--- config.mk ---
export PLATFORM = sky130hd
export DESIGN_NAME = mem_port_arbiter
export DESIGN_NICKNAME = d
export VERILOG_FILES = /design/src/rtl/mem_port_arbiter.sv
export SDC_FILE = /design/constraint.sdc
export NUM_CORES = 1
export LEC_CHECK = 0
export ABC_AREA = 1
export CAP_MARGIN = 25
export CORE_ASPECT_RATIO = 2
export CORE_MARGIN = 4
export CORE_UTILIZATION = 33
export DETAILED_ROUTE_END_ITERATION = 6
export PLACE_DENSITY = 0.86
export SETUP_SLACK_MARGIN = 0.4
export SKIP_LAST_GASP = 1
export SYNTH_ARGS = -nofsm -noshare
export SYNTH_HDL_FRONTEND = slang
export SYNTH_SLANG_ARGS = --single-unit
--- constraint.sdc ---
create_clock -name clk -period 2.2 [get_ports clk]
set_input_delay 0.22 -clock clk [delete_from_list [all_inputs] [get_ports clk]]
set_output_delay 0.22 -clock clk [all_outputs]
set_load 0.05 [all_outputs]
--- src/rtl/mem_port_arbiter.sv ---
// Arbitrates the single-ported unified memory between the fetch and data ports.
// Round-robin grant, holds the access until mem_ready or timeout, then a one-cycle ack.
module mem_port_arbiter #(
    parameter int unsigned n       = 32,
    parameter int unsigned TIMEOUT = 16
) (
    input  logic         clk,
    input  logic         rst_n,
    input  logic         if_req,
    input  logic [n-1:0] if_addr,
    output logic         if_ack,
    input  logic         dm_req,
    input  logic         dm_we,
    input  logic [n-1:0] dm_addr,
    input  logic [n-1:0] dm_wdata,
    output logic         dm_ack,
    output logic [n-1:0] rdata,
    output logic         err,
    output logic         mem_sel,
    output logic         mem_en,
    output logic         mem_we,
    output logic [n-1:0] mem_addr,
    output logic [n-1:0] mem_wdata,
    input  logic [n-1:0] mem_rdata,
    input  logic         mem_ready
);

    localparam int unsigned CW = (TIMEOUT > 1) ? $clog2(TIMEOUT) : 1;

    typedef enum logic [1:0] {StIdle, StAccess, StResp} state_t;

    state_t         state_q;
    logic           owner_q;
    logic           last_owner_q;
    logic           err_q;
    logic [CW-1:0]  cnt_q;
    logic [n-1:0]   rdata_q;

    always_ff @(posedge clk or negedge rst_n) begin
        if (!rst_n) begin
            state_q      <= StIdle;
            owner_q      <= 1'b0;
            last_owner_q <= 1'b1;
            err_q        <= 1'b0;
            cnt_q        <= '0;
            rdata_q      <= '0;
        end else begin
            unique case (state_q)
                StIdle: begin
                    if (if_req || dm_req) begin
                        // Both pending: alternate away from the previous owner.
                        owner_q <= (if_req && dm_req) ? ~last_owner_q : dm_req;
                        state_q <= StAccess;
                    end
                end
                StAccess: begin
                    cnt_q <= cnt_q + 1'b1;
                    if (mem_ready) begin
                        rdata_q <= mem_rdata;
                        err_q   <= 1'b0;
                        state_q <= StResp;
                    end else if (cnt_q == CW'(TIMEOUT - 1)) begin
                        rdata_q <= '0;
                        err_q   <= 1'b1;
                        state_q <= StResp;
                    end
                end
                StResp: begin
                    last_owner_q <= owner_q;
                    cnt_q        <= '0;
                    err_q        <= 1'b0;
                    state_q      <= StIdle;
                end
                default: state_q <= StIdle;
            endcase
        end
    end

    always_comb begin
        mem_en    = (state_q == StAccess);
        mem_sel   = owner_q;
        mem_we    = mem_en & owner_q & dm_we;
        mem_addr  = '0;
        mem_wdata = '0;
        if (mem_en) begin
            mem_addr  = owner_q ? dm_addr : if_addr;
            mem_wdata = owner_q ? dm_wdata : '0;
        end
        if_ack = (state_q == StResp) & ~owner_q;
        dm_ack = (state_q == StResp) & owner_q;
        rdata  = rdata_q;
        err    = err_q;
    end

endmodule

==> results of run 1 <==
[worst paths after layout]
kind / endpoint / slack [ps] / depth (start not counted)
max: mem_wdata[11] / 390 / 6
min: cnt_q[1]$_DFFE_PN0P_ / 70 / 1
max reg2reg: rdata[0]$_DFFE_PN0P_ / 530 / 6
min in group clk: last_owner_q$_DFFE_PN1N_ / 470 / 2
min reg2reg: last_owner_q$_DFFE_PN1N_ / 470 / 2
max in group asynchronous: rdata[29]$_DFFE_PN0P_ / 1570 / 1
[where the power goes]
part           internal (mW)  leakage (nW)  switching [mW]  total [mW]
Sequential              1.11         0.510           0.231        1.34
Clock                  0.480        0.0799           0.293       0.773
Combinational           2.52          2.17            4.42        6.94
[area by class of cell]
type / instances / area [µm²] / share of cell area [%]
timing repair buffer: 249 / 2959 / 48.67
multi-input combinational: 272 / 1647 / 27.08
sequential: 41 / 1027 / 16.90
inverter: 44 / 168.9 / 2.778
clock buffer: 7 / 152.6 / 2.511
tap: 92 / 115.1 / 1.893
clock inverter: 1 / 5.005 / 0.08232
antenna: 2 / 5.005 / 0.08232
[registers in the layout, summed over array words and instances (netlist names)]
register and count:
rdata 32, cnt_q 4, state_q 2, err 1, last_owner_q 1, mem_sel 1
[through the flow]
stage               std cells  hold slack, ps
floorplan                 377          -75.59
global placement          687           384.0
detailed placement        687           400.4
CTS                       704           92.36
global route              708           139.9
finish                    708           65.55
[Yosys cell counts]
| library cell | instances | area share (%) |
|---|---|---|
| inv_1 | 41 | 6.2 |
| a22o_1 | 1 | 0.35 |
| ha_1 | 5 | 2.5 |
| o21ai_0 | 29 | 5.9 |
| nor2_1 | 106 | 16 |
| o21ai_1 | 4 | 0.81 |
| dfrtp_1 | 40 | 40 |
| o21a_1 | 1 | 0.30 |
| nand2_2 | 2 | 0.50 |
| buf_2 | 10 | 2.0 |
| nand2_1 | 118 | 18 |
| buf_4 | 4 | 1.2 |
| dfstp_2 | 1 | 1.1 |
| nand3_1 | 4 | 0.81 |
| xor2_1 | 1 | 0.35 |
| buf_6 | 6 | 2.7 |
| nand2_4 | 1 | 0.45 |
| inv_2 | 3 | 0.45 |
[cells by family after synthesis]
kind of cell    count (synthesis)  share of synthesized area (%)
compound gates                 35                          7.323
fa+ha+maj                       5                          2.525
simple gates                  231                          35.71
buf+inv                        64                          12.63
xor+xnor                        1                         0.3536
flops                          41                          41.46
[what timing repair did]
action | 4_1_cts | 5_1_grt
hold endpoints to repair | 0 | 0
gates cloned | 2 | 1
resized for setup | 43 | 29
hold buffers | 0 | 0
setup buffers | 7 | 1
pin swaps | 2 | 3
setup endpoints to repair | 65 | 68
[per-layer routing]
layer / track usage, % / up-vias
li1: - / 1590
met1: 31.31 / 1593
met2: 51.07 / 199
met3: 9.877 / 20
met4: 10.13 / 0
met5: 0 / -
==> results.json, run 1 <==
{
  "htreeDepth": 2,
  "nFillCells": 415,
  "crit_fanout": 8,
  "cts_tree": "yes",
  "grt_first_pass_wirelength_mm": 19.75,
  "power_mw": 9.056,
  "drtPass1Iterations": 4,
  "ys_seq_area_share_pct": 41.46,
  "rsz0062_at_grt": "true",
  "fin_setup_tns_ps": 0,
  "layout-drive-gt1-share_pct": 27.36,
  "core_region_area_um2": 7267,
  "wl_met2_mm": 6.885,
  "post-route-util_pct": 83.66,
  "fin_ws_ps": 390.2,
  "max_freq_mhz": 552.5,
  "path_cells": "inv_2 -> ha_4 -> nand2_8 -> clkbuf_16 -> nor2_4 -> buf_12",
  "syn_area_um2": 2477,
  "place_ws_ps": 423.9,
  "num_rows": 44,
  "worstPathRequired_ps": 1980,
  "hold_class": "input port to asynchronous set/reset pin",
  "finalInstanceArea_um2": 6080,
  "clk_path_buf_depth": 2,
  "cts_buffers": 5,
  "overflow": 0,
  "endpoint_kind": "output pin",
  "avgSynthCellArea_um2": 6.571,
  "final_cell_mix": "clkdlybuf4s50_1, nand2_1, nor2_4",
  "grt_max_degree": 42,
  "io_pins": 236,
  "setup_viol": 0,
  "top_layer": "met4",
  "synthCells": 377,
  "fin_nets": 752,
  "place_area_um2": 5575,
  "crit_arrival_ps": 1590,
  "wl_met1_mm": 4.624,
  "die_h_um": 130.5,
  "crit_path_start_kind": "flip-flop",
  "final_antenna_net_count": 0,
  "start_util_pct": 34.09,
  "slew_violations": 0,
  "p_leak_nw": 2.762,
  "drt_iter0_markers": 135,
  "path_clk_slew_ps": 60,
  "cp_top_family": "buffers and inverters",
  "synthToLayoutAreaGrowth_pct": 145.4,
  "clk_latency_ps": 290,
  "max_stage_delay_ps": 390,
  "r2r-start": "state_q[0]$_DFFE_PN0P_",
  "die_w_um": 69.27,
  "dp_hpwl_mm": 9.903,
  "port_buffers": 235,
  "routedWlPerCell_um": 18.43,
  "drt-total-wl_mm": 13.05,
  "status": "finished clean",
  "antenna_found_initial": 2,
  "drv_cap": 0,
  "synth-seq-cells": 41,
  "ys_warn_count": 0,
  "grtUsageTotal_pct": 28.58,
  "gp_congestion": 0.9471,
  "clock_skew_ps": 6.292,
  "max_slew_margin_pct": 40.01,
  "grt_pass1_vias": 3554,
  "wl_met3_mm": 1.197,
  "cp_slowest_cell": "dfrtp_1",
  "syn_nets": 516,
  "worstSetupPathType": "flip-flop to output pin",
  "mostFrequentLayoutCell": "clkdlybuf4s50_1",
  "fin_crit_sh_pct": 82.26,
  "worstMarginPinSlew_ps": 899.9,
  "post_drt_via_cell_ratio": 4.805,
  "hold_viol_final": 0,
  "vias": 3402,
  "synth_cell_types": 18,
  "cts_num_sinks": 41,
  "cp-startpoint": "state_q[1]$_DFFE_PN0P_",
  "fin_crit_ps": 1810,
  "crit_buf_inv": 3,
  "drc": 0,
  "cts-root-buf": "clkbuf_16",
  "die-area_um2": 9041,
  "ir_worst_vdd_uv": 978.3,
  "power_density_nw_per_um2": 1490
}
No activity file was read; power rests on OpenSTA's default activity.
==> run 2: changes to the inputs <==
--- a/config.mk
+++ b/config.mk
@@ -9,9 +9,9 @@
 export CAP_MARGIN = 25
 export CORE_ASPECT_RATIO = 2
 export CORE_MARGIN = 4
-export CORE_UTILIZATION = 33
+export CORE_UTILIZATION = 31
 export DETAILED_ROUTE_END_ITERATION = 6
-export PLACE_DENSITY = 0.86
+export PLACE_DENSITY = 0.82
 export SETUP_SLACK_MARGIN = 0.4
 export SKIP_LAST_GASP = 1
 export SYNTH_ARGS = -nofsm -noshare
==> constraint.sdc (replaced) <==
create_clock -name clk -period 1.7 [get_ports clk]
set_input_delay 0.17 -clock clk [delete_from_list [all_inputs] [get_ports clk]]
set_output_delay 0.17 -clock clk [all_outputs]
set_load 0.05 [all_outputs]
==> results.json, run 2 (same netlist as run 1, synthesis figures left out) <==
{
  "status": "finished with violations",
  "violations": "setup timing",
  "largest_reg_flops": 32,
  "fin_ws_ps": -245.1,
  "die_h_um": 134.4,
  "drtPass1Iterations": 5,
  "grt_max_degree": 36,
  "post_drt_via_cell_ratio": 5.646,
  "layout-drive-gt1-share_pct": 53.94,
  "clk_latency_ps": 300,
  "core_region_area_um2": 7714,
  "routedWlPerCell_um": 28.55,
  "ir_worst_vdd_uv": 1641,
  "fin_crit_ps": 1945,
  "crit_path_start_kind": "flip-flop",
  "path_clk_slew_ps": 70,
  "worstSetupPathType": "flip-flop to output pin",
  "final_cell_mix": "clkdlybuf4s50_1, nor2_4, nand2_1, buf_12, nand2_2",
  "r2r-start": "cnt_q[0]$_DFFE_PN0P_",
  "crit_fanout": 8,
  "drc": 0,
  "power_density_nw_per_um2": 2054,
  "clock_skew_ps": 13.55,
  "htreeDepth": 2,
  "die-area_um2": 9572,
  "hold_viol_final": 0,
  "multiInputGateArea_um2": 2382,
  "cts_buffers": 5,
  "grt_first_pass_wirelength_mm": 22.50,
  "seqCellArea_um2": 1030,
  "grtUsageTotal_pct": 30.60,
  "fin_crit_sh_pct": 114.4,
  "rr_worst_depth": 6,
  "dp_hpwl_mm": 9.259,
  "slew_violations": 0,
  "final_antenna_net_count": 0,
  "antenna_found_initial": 0,
  "max_slew_margin_pct": 45.17,
  "grt_pass1_vias": 4155,
  "port_buffers": 235,
  "rsz0062_at_grt": "true",
  "hold-path-endpoint": "rdata[25]$_DFFE_PN0P_",
  "crit_arrival_ps": 1780,
  "cts-root-buf": "clkbuf_16",
  "synthToLayoutAreaGrowth_pct": 200.4,
  "endpoint_kind": "output pin",
  "max_freq_mhz": 514.1,
  "hold_depth": 3,
  "nFillCells": 150,
  "drt-total-wl_mm": 21.16,
  "fin_setup_tns_ps": -7865,
  "hold_class": "input port to flip-flop",
  "drv_cap": 0,
  "io_pins": 236,
  "gp_congestion": 0.8029,
  "start_util_pct": 32.12,
  "cts_tree": "yes",
  "worstMarginPinSlew_ps": 822.5,
  "hp-start": "mem_rdata[25]",
  "drt_iter0_markers": 305,
  "num_rows": 45,
  "antenna_cells": 0,
  "vias": 4184,
  "cts_num_sinks": 41,
  "setup_viol": 67,
  "worstPathRequired_ps": 1530,
  "p_leak_nw": 3.289,
  "mostFrequentLayoutCell": "clkdlybuf4s50_1",
  "rrSetupSlack_ps": 10,
  "fin_nets": 785,
  "rr_endpoint": "rdata[29]$_DFFE_PN0P_",
  "post-route-util_pct": 96.46,
  "overflow": 0,
  "die_w_um": 71.21,
  "clk_path_buf_depth": 2
}
-- run 2: per-layer routing --
layer  vias to the layer above  GRT usage, %  wire (µm)
met5                         -             0          0
met4                         0         13.70       1910
met3                       131         7.727       1821
met2                       428         58.56      11230
met1                      1961         29.47       6199
li1                       1664             -          -
-- run 2: power breakdown --
part	leakage, nW	switching (mW)	internal, mW
logic	2.70	7.47	4.75
clock network	0.0831	0.435	0.734
registers	0.508	0.446	1.45
total	3.29	8.35	6.93
-- run 2: timing repair --
action	CTS	global route
pin swaps	25	44
hold buffers	1	0
endpoints found under the setup margin	132	108
resized for setup	205	123
buffers inserted	14	10
endpoints found under the hold margin	32	0
gates cloned	8	4
-- run 2: cell type report --
| class | count | area share (%) |
|---|---|---|
| flip-flops and latches | 41 | 13.84 |
| clock buffers | 6 | 1.866 |
| multi-input cells | 275 | 32.02 |
| well taps | 94 | 1.581 |
| inverters | 44 | 2.573 |
| clock inverters | 2 | 0.5045 |
| repair buffers | 279 | 47.62 |
-- run 2: worst max-delay path, cell delays in order, from the launching register on --
cell	delay (ps)
dfrtp_1	410
inv_2	100
ha_4	190
buf_12	140
buf_12	150
o21ai_2	120
nor2_4	190
buf_6	180
-- run 2: worst max path at each step --
stage               slack (ps)              startpoint  cells past startpoint       endpoint
global placement           180  state_q[1]$_DFFE_PN0P_                      6  mem_wdata[31]
detailed placement         150  state_q[1]$_DFFE_PN0P_                      6  mem_wdata[31]
CTS                        -40  state_q[0]$_DFFE_PN0P_                      6   mem_wdata[7]
global route              -240  state_q[1]$_DFFE_PN0P_                      7   mem_addr[13]
finish                    -250  state_q[1]$_DFFE_PN0P_                      7   mem_addr[13]
floorplan                  120  state_q[1]$_DFFE_PN0P_                      6  mem_wdata[10]
-- run 2: through the flow --
| stage | worst slack (ps) | total power, mW | hold WS [ps] | cell area [µm²] | cells |
|---|---|---|---|---|---|
| floorplan | 121.8 | 7.521 | -125.6 | 3097 | 377 |
| global placement | 180.6 | 10.15 | 262.5 | 5743 | 696 |
| detailed placement | 148.0 | 10.33 | 274.1 | 5743 | 696 |
| CTS | -44.56 | 13.12 | 427.5 | 6787 | 727 |
| global route | -237.0 | 15.57 | 446.4 | 7441 | 741 |
| finish | -245.1 | 15.28 | 439.0 | 7441 | 741 |
